`src/rtl/timer_dev.sv`:
```
`default_nettype none
// ============================================================================
// Module  : timer_dev
// Brief   : Memory-mapped 32-bit countdown timer (CTRL/PRESET/COUNT) with IRQ
// Revision: 1.0
// ============================================================================
module timer_dev (
  input  logic        clk,
  input  logic        reset,
  input  logic [3:2]  Addr,
  input  logic        WE,
  input  logic [31:0] Din,
  output logic [31:0] Dout,
  output logic        IRQ
);

  typedef enum logic [1:0] {
    ST_IDLE = 2'd0,
    ST_LOAD = 2'd1,
    ST_CNT  = 2'd2,
    ST_INT  = 2'd3
  } state_t;

  state_t      r_state;
  state_t      w_state_nxt;
  logic [3:0]  r_ctrl;
  logic [31:0] r_preset;
  logic [31:0] r_count;
  logic        r_irq_flag;

  logic w_en;
  logic w_auto;
  logic w_wr_ctrl;
  logic w_wr_preset;
  logic w_load;
  logic w_dec;
  logic w_set;
  logic w_int_clr;
  logic w_en_clr;

  assign w_en        = r_ctrl[0];
  assign w_auto      = (r_ctrl[2:1] == 2'b01);
  assign w_wr_ctrl   = WE && (Addr == 2'b00);
  assign w_wr_preset = WE && (Addr == 2'b01);

  always_comb begin
    w_state_nxt = r_state;
    w_load      = 1'b0;
    w_dec       = 1'b0;
    w_set       = 1'b0;
    w_int_clr   = 1'b0;
    w_en_clr    = 1'b0;
    case (r_state)
      ST_IDLE: if (w_en) w_state_nxt = ST_LOAD;
      ST_LOAD: begin
        if (!w_en) begin
          w_state_nxt = ST_IDLE;
        end else begin
          w_load      = 1'b1;
          w_state_nxt = ST_CNT;
        end
      end
      ST_CNT: begin
        if (!w_en) begin
          w_state_nxt = ST_IDLE;
        end else if (r_count == 32'd0) begin
          w_set       = 1'b1;
          w_state_nxt = ST_INT;
        end else begin
          w_dec = 1'b1;
        end
      end
      ST_INT: begin
        if (w_auto) begin
          w_int_clr   = 1'b1;
          w_state_nxt = ST_LOAD;
        end else begin
          w_en_clr    = 1'b1;
          w_state_nxt = ST_IDLE;
        end
      end
      default: w_state_nxt = ST_IDLE;
    endcase
  end

  always_ff @(posedge clk) begin
    if (reset) begin
      r_state    <= ST_IDLE;
      r_ctrl     <= 4'd0;
      r_preset   <= 32'd0;
      r_count    <= 32'd0;
      r_irq_flag <= 1'b0;
    end else begin
      r_state <= w_state_nxt;
      // A CPU write to CTRL overrides the one-shot En clear on the same edge.
      if (w_wr_ctrl)     r_ctrl    <= Din[3:0];
      else if (w_en_clr) r_ctrl[0] <= 1'b0;
      if (w_wr_preset) r_preset <= Din;
      if (w_load)      r_count  <= r_preset;
      else if (w_dec)  r_count  <= r_count - 32'd1;
      if (w_set)                                     r_irq_flag <= 1'b1;
      else if (w_wr_ctrl || w_wr_preset || w_int_clr) r_irq_flag <= 1'b0;
    end
  end

  always_comb begin
    Dout = 32'd0;
    case (Addr)
      2'b00:   Dout = {28'd0, r_ctrl};
      2'b01:   Dout = r_preset;
      2'b10:   Dout = r_count;
      default: Dout = 32'd0;
    endcase
  end

  assign IRQ = r_ctrl[3] & r_irq_flag;

endmodule
`default_nettype wire

```
`config.mk`:
```
export PLATFORM = sky130hd
export DESIGN_NAME = timer_dev
export DESIGN_NICKNAME = d
export VERILOG_FILES = /design/src/rtl/timer_dev.sv
export SDC_FILE = /design/constraint.sdc
export NUM_CORES = 1
export LEC_CHECK = 0
export ABC_AREA = 1
export CAP_MARGIN = 20
export CORE_ASPECT_RATIO = 2
export CORE_UTILIZATION = 58
export CTS_BUF_LIST = sky130_fd_sc_hd__clkbuf_16
export CTS_CLUSTER_SIZE = 14
export DETAILED_ROUTE_END_ITERATION = 8
export GPL_ROUTABILITY_DRIVEN = 0
export PLACE_DENSITY = 0.89
export SLEW_MARGIN = 0
export SYNTH_ARGS = -nofsm -noshare
export SYNTH_HDL_FRONTEND = slang
export SYNTH_SLANG_ARGS = --single-unit
export TNS_END_PERCENT = 20
```
`constraint.sdc`:
```
create_clock -name clk -period 3.6 [get_ports clk]
set_clock_uncertainty 0.2 [all_clocks]
set_input_delay 0.9 -clock clk [delete_from_list [all_inputs] [get_ports clk]]
set_output_delay 0.9 -clock clk [all_outputs]
set_load 0.01 [all_outputs]
```
==> results of run 1 <==
==> sequential cells by signal (all words and copies together) (netlist names) <==
register	flops
r_count	32
r_preset	32
r_ctrl	4
r_state	2
r_irq_flag	1
==> through the flow <==
step           hold slack [ps]  util [%]  std cells  power, W  setup slack [ps]
5_1_grt                    302      76.2        853   0.00207             -36.1
3_5_place_dp               266      71.6        837   0.00103             -44.6
6_report                   277      76.2        853   0.00203              42.9
2_1_floorplan              244         -        698  0.000940               684
3_3_place_gp               260      71.6        837   0.00102              4.50
4_1_cts                    277      76.0        853   0.00202             0.514
==> cell usage after synthesis (all sizes together) <==
library cell / instances / area (µm²)
ha: 1 / 12.5
a31oi: 4 / 25.0
o221ai: 4 / 35.0
nor3: 2 / 15.0
inv: 106 / 398
buf: 10 / 60.1
o21ai: 51 / 255
xor2: 5 / 43.8
o31ai: 1 / 7.51
o22ai: 28 / 175
nand3: 63 / 315
a21oi: 56 / 280
nand2: 169 / 642
nand4: 7 / 58.8
dfxtp: 71 / 1420
clkbuf: 22 / 82.6
nor2: 97 / 408
a211oi: 1 / 7.51
==> layout make-up <==
cell class | count | area [µm²]
clock buffer | 9 | 225
clock inverter | 7 | 111
fill | 572 | 1670
inverter | 106 | 398
multi-input combinational | 489 | 2280
sequential | 71 | 1420
tap | 90 | 113
timing repair buffer | 81 | 776
==> cells by family (layout without fill, tap and decap cells) <==
kind of cell | count (synthesis) | count (layout) | share of synthesized area (%)
AND/OR/NAND/NOR | 338 | 338 | 33.9
flip-flops | 71 | 71 | 33.5
buffers and inverters | 138 | 203 | 12.7
AO/OA/AOI/OAI | 145 | 145 | 18.5
XOR/XNOR | 5 | 5 | 1.03
adder cells (fa/ha/maj) | 1 | 1 | 0.295
==> layout by cell type, fill, tap and decap left out, types with 2 or more instances in the layout <==
cell / netlist / final
o22ai_1: 28 / 28
nand3_1: 63 / 63
o21ai_0: 50 / 50
xor2_1: 5 / 5
nand2_2: 3 / 4
dfxtp_1: 71 / 71
clkbuf_16: 0 / 9
nor2_4: 2 / 2
buf_4: 1 / 11
a31oi_1: 4 / 4
inv_1: 105 / 105
bufinv_16: 0 / 3
nor2_2: 5 / 5
dlygate4sd2_1: 0 / 24
nand2_1: 166 / 165
clkinv_2: 0 / 2
nand4_1: 6 / 6
dlymetal6s2s_1: 0 / 5
o221ai_1: 4 / 4
a21oi_1: 56 / 56
nor2_1: 89 / 89
clkdlybuf4s50_1: 0 / 40
==> per-layer routing <==
metal / GRT usage, % / up-vias / part of all wire [%]
li1: - / 2370 / -
met1: 34.6 / 2295 / 34
met2: 64.5 / 242 / 53
met3: 5.63 / 75 / 5.8
met4: 29.8 / 0 / 6.7
met5: 0 / - / 0
==> tightest hold or removal path: cells and delay by family (launching register included) <==
family          cells  cell delay, ps
compound gates      1              60
buf+inv             1              70
flops               1             310
==> path summary, 6_finish.rpt <==
check,start,slack (ps),end,depth (start not counted)
min reg2reg,r_preset[14],280,r_preset[14],2
min,r_preset[14],280,r_preset[14],2
max,Addr[3],40,Dout[0],5
max reg2reg,r_count[0],940,r_count[14],9
==> report_power, final <==
group          total, W  internal, W  switching, W
clock           0.00101     0.000671      0.000343
combinational  0.000195    0.0000851      0.000110
sequential     0.000819     0.000808     0.0000110
==> repair_timing <==
item                                    in CTS  in global routing
cloned                                       0                  0
gates resized for setup                     24                  5
endpoints found under the setup margin      24                  8
==> flow_metrics.env, run 1 <==
export IMPL_critPathMostFrequentCell="clkdlybuf4s50_1"
export IMPL_post_cts_setup_buffers=0
export IMPL_io_buffers=69
export IMPL_cts_hold_buffers_added=0
export IMPL_timing_worst_slew_pin_value_ps=862
export IMPL_crit_family="buffers and inverters"
export IMPL_worstPathBufferInverterCount=3
export IMPL_first_global_vias=4812
export IMPL_detailedPlacementHpwl_um=9290
export IMPL_cts_buffer_depth=2
export IMPL_clk_pin_slew_ps=50
export IMPL_grt_util_all_layers_pct=35.5
export IMPL_postSynthAreaPerCell_um2=6.08
export IMPL_total_via_count_after_detailed_routing=4982
export IMPL_timing_setup_tns_ps=0
export IMPL_number_of_antenna_violations_at_the_first_check_in_global_routing=0
export IMPL_layout_nets=796
export IMPL_worstSetupEndpointType="output port"
export IMPL_ios=70
export IMPL_tritoncts="built"
export IMPL_setup_worst_path_start_class="input pin"
export IMPL_violations_in_the_final_reports="DRC"
export IMPL_fmax_mhz=281
export IMPL_worstSetupPathType="in -> out"
export IMPL_detail_route_antenna_nets=0
export IMPL_die_y_um=123
export IMPL_worstPathCellList="clkdlybuf4s50_1 > nand2_1 > buf_4 > o221ai_1 > clkdlybuf4s50_1"
export IMPL_critPathArrivalTime_ps=2460
export IMPL_core_rowCount=43
export IMPL_layout_drive_gt1_share_pct=5.50
export IMPL_hold_class="reg -> reg"
export IMPL_required_ps=2500
export IMPL_slew_headroom_pct=42.4
export IMPL_wl_per_cell_um=15.2
export IMPL_cts_root_buffer_cell="clkbuf_16"
export IMPL_timing_final_setup_violations=0
export IMPL_drc=1
export IMPL_initial_core_util_pct=60.7
export IMPL_power_ir_vdd_worst_v=0.000374
export IMPL_routed_wl_um=13000
export IMPL_number_of_buffers_created_by_cts=9
export IMPL_detailedRoute_firstPassIterationCount=7
export IMPL_post_synth_instance_area_mm2=0.00424
export IMPL_synth_cells=698
export IMPL_synth_yosys_seq_area_share_pct=33.5
export IMPL_grt_pass1_wl_um=21200
export IMPL_routed_via_density=5.84
export IMPL_critPathMaxFanout=14
export IMPL_crit_slowest_cell="clkdlybuf4s50_1"
export IMPL_antenna_cells=0
export IMPL_total_nets_after_synthesis=736
export IMPL_result_of_the_run="finished, violations left"
export IMPL_rsz0062_at_grt="yes"
export IMPL_pwr_density_mw_per_mm2=381
export IMPL_core_area_mm2=0.00699
export IMPL_post_route_min_period_ps=3560
export IMPL_ys_warn_count=0
export IMPL_max_slew_violations=0
export IMPL_htreeDepth=3
export IMPL_standby_leakage_power_nw=2.66
export IMPL_timing_critical_path_slowest_cell_delay_ps=570
export IMPL_maximum_number_of_pins_on_one_net_before_global_route_repair=51
export IMPL_final_hold_violation_count=0
export IMPL_max_cap_viol_count=0
export IMPL_die_w_um=62.5
export IMPL_grt_overflow=0
export IMPL_post_route_period_util_pct=98.8
export IMPL_clock_latency_ps=340
export IMPL_syn_to_final_growth_pct=25.6
export IMPL_synth_seq_cells=71
export IMPL_yosys_cell_types_count=29
export IMPL_clkSinkCount=71
export IMPL_die_area_mm2=0.00768
export IMPL_drt_first_iter_violations=347
export IMPL_place_area_mm2=0.00501
export IMPL_design_area_mm2=0.00533
Power figures use the tool's default switching activity.
==> run 2, diff against run 1 <==
Settings changed: SLEW_MARGIN 0 to unset.
==> results of run 2 <==
Same layout as run 1: the final DEF is identical, and so are final timing and power.
==> run 3, diff against run 2 <==
Settings changed: CORE_MARGIN set to 2, HOLD_SLACK_MARGIN set to 0.06, REMOVE_ABC_BUFFERS set to 1.
==> run 3 against run 2 <==
Effect of this change: the flow now finishes without violations; non-clock buffer count rose by 2; first-iteration DRC count rose by 16%; die area rose by 4.9%; largest power group is now sequential cells; sequential share of layout area rose by 0.21 points.
==> flow_metrics.env, run 3 (synthesis results as in run 1) <==
export IMPL_die_area_mm2=0.00806
export IMPL_rsz0062_at_grt="yes"
export IMPL_hold_class="reg -> reg"
export IMPL_first_global_vias=4275
export IMPL_worstSetupEndpointType="output port"
export IMPL_clock_latency_ps=340
export IMPL_detailedRoute_firstPassIterationCount=7
export IMPL_number_of_buffers_created_by_cts=9
export IMPL_max_slew_violations=0
export IMPL_pwr_density_mw_per_mm2=336
export IMPL_syn_to_final_growth_pct=24.6
export IMPL_post_cts_setup_buffers=0
export IMPL_layout_top_registers="r_count x32, r_preset x32, r_ctrl x4"
export IMPL_p_comb_share_pct=11.1
export IMPL_standby_leakage_power_nw=2.65
export IMPL_grt_pass1_wl_um=19500
export IMPL_clkSinkCount=71
export IMPL_cts_root_buffer_cell="clkbuf_16"
export IMPL_r2r_end="r_count[25]"
export IMPL_drc=0
export IMPL_internal_reg_to_reg_setup_slack_ps=1140
export IMPL_netSwitchingPower_w=0.000428
export IMPL_layout_nets=798
export IMPL_grt_overflow=0
export IMPL_detailedPlacementHpwl_um=8440
export IMPL_n_fill_cell=603
export IMPL_maximum_number_of_pins_on_one_net_before_global_route_repair=40
export IMPL_timing_final_setup_violations=0
export IMPL_max_cap_viol_count=0
export IMPL_setup_ws_ps=35.0
export IMPL_whs_ps=265
export IMPL_critPathArrivalTime_ps=2460
export IMPL_grt_util_all_layers_pct=30.2
export IMPL_design_area_mm2=0.00529
export IMPL_wl_per_cell_um=13.7
export IMPL_core_area_mm2=0.00716
export IMPL_io_buffers=69
export IMPL_switching_share_pct=24.1
export IMPL_number_of_antenna_violations_at_the_first_check_in_global_routing=0
export IMPL_timing_rr_start="r_count[0]"
export IMPL_ff2ff_path_depth=11
export IMPL_worstSetupPathDepth=7
export IMPL_crit_slowest_cell="clkdlybuf4s50_1"
export IMPL_die_w_um=64.5
export IMPL_slew_headroom_pct=46.9
export IMPL_final_cell_mix="nand2_1, inv_1, nor2_1"
export IMPL_crit_family="buffers and inverters"
export IMPL_total_via_count_after_detailed_routing=4742
export IMPL_routed_via_density=5.55
export IMPL_final_hold_violation_count=0
export IMPL_fmax_mhz=281
export IMPL_cellInternalPower_w=0.00135
export IMPL_place_area_mm2=0.00506
export IMPL_cts_buffer_depth=2
export IMPL_core_rowCount=44
export IMPL_setup_worst_path_start_class="input pin"
export IMPL_timing_critical_path_slowest_cell_delay_ps=550
export IMPL_critPathMaxFanout=13
export IMPL_detail_route_antenna_nets=0
export IMPL_worstPathCellList="clkdlybuf4s50_1 > inv_1 > nor2_1 > inv_2 > buf_12 > o22ai_1 > clkdlybuf4s50_1"
export IMPL_antenna_cells=0
export IMPL_worstPathBufferInverterCount=5
export IMPL_worstSetupPathType="in -> out"
export IMPL_multi_input_area_mm2=0.00228
export IMPL_result_of_the_run="finished, final reports clean"
export IMPL_worst_hold_startpoint="r_preset[24]"
export IMPL_initial_core_util_pct=59.3
export IMPL_clk_pin_slew_ps=50
export IMPL_power_ir_vdd_worst_v=0.000291
export IMPL_routed_wl_um=11700
export IMPL_timing_worst_slew_pin_value_ps=796
export IMPL_seq_area_mm2=0.00142
export IMPL_clockPowerShare_pct=42.7
export IMPL_ios=70
export IMPL_layout_drive_gt1_share_pct=5.24
export IMPL_post_route_min_period_ps=3560
export IMPL_tritoncts="built"
export IMPL_required_ps=2500
export IMPL_critPathMostFrequentCell="clkdlybuf4s50_1"
export IMPL_worstSetupStartpoint="Addr[2]"
export IMPL_final_common_cell="nand2_1"
export IMPL_htreeDepth=3
export IMPL_die_y_um=125
export IMPL_timing_critical_path_to="Dout[11]"
export IMPL_timing_setup_tns_ps=0
export IMPL_seq_power_share_pct=46.2
export IMPL_drt_first_iter_violations=403
export IMPL_post_route_period_util_pct=99.0
export IMPL_preCtsSetupSlack_ps=-48.5
[run 3: cell count changes in the layout (fill, tap and decap cells not counted), sizes merged]
cell	previous run	this run
dlygate4sd2	24	27
buf	12	14
clkinvlp	1	0
clkdlybuf4s50	40	38
dlymetal6s2s	5	4
bufinv	3	0
inv	106	108
[run 3: layout make-up]
type	instances	share of cell area, %
clock buffer	9	4.26
clock inverter	5	0.379
inverter	106	7.53
multi-input combinational	489	43.2
sequential	71	26.9
tap	92	2.18
timing repair buffer	83	15.6
[run 3: stage by stage]
| step | cells | total power [W] | utilization (%) |
|---|---|---|---|
| floorplan | 666 | 0.000932 | - |
| global placement | 841 | 0.00103 | 70.8 |
| detailed placement | 841 | 0.00103 | 70.8 |
| CTS | 855 | 0.00178 | 73.7 |
| global route | 855 | 0.00184 | 73.8 |
| finish | 855 | 0.00177 | 73.8 |
[run 3: worst min path at each step]
stage                               to  slack [ps]  cells past startpoint
after global placement       r_ctrl[2]         260                      2
after floorplan              r_ctrl[2]         250                      2
after global routing      r_preset[30]         290                      2
final                     r_preset[24]         260                      2
after CTS                 r_preset[18]         270                      2
after detailed placement  r_preset[18]         260                      2
[run 3: worst min-delay path: cells and delay by family (launching register included)]
family / cells / cell delay, ps
AO/OA/AOI/OAI: 1 / 50
buffers and inverters: 1 / 60
flip-flops: 1 / 300
[run 3: metal layers]
layer | vias to the layer above | share of wire, % | track usage, %
li1 | 2376 | - | -
met1 | 2135 | 40 | 36.4
met2 | 193 | 50 | 50.6
met3 | 38 | 6.4 | 6.03
met4 | 0 | 3.9 | 14.6
met5 | - | 0 | 0
[run 3: power groups by stage]
stage / registers, W / clock network, W / logic, W
floorplan: 0.000833 / 0 / 0.0000997
global placement: 0.000834 / 0 / 0.000195
detailed placement: 0.000835 / 0 / 0.000199
CTS: 0.000818 / 0.000766 / 0.000197
global route: 0.000821 / 0.000799 / 0.000220
finish: 0.000819 / 0.000757 / 0.000197
[run 3: timing repair]
item / in CTS / in global routing
resized for setup: 27 / 5
setup endpoints to repair: 27 / 5
cloned: 0 / 0
hold buffers: 0 / 0
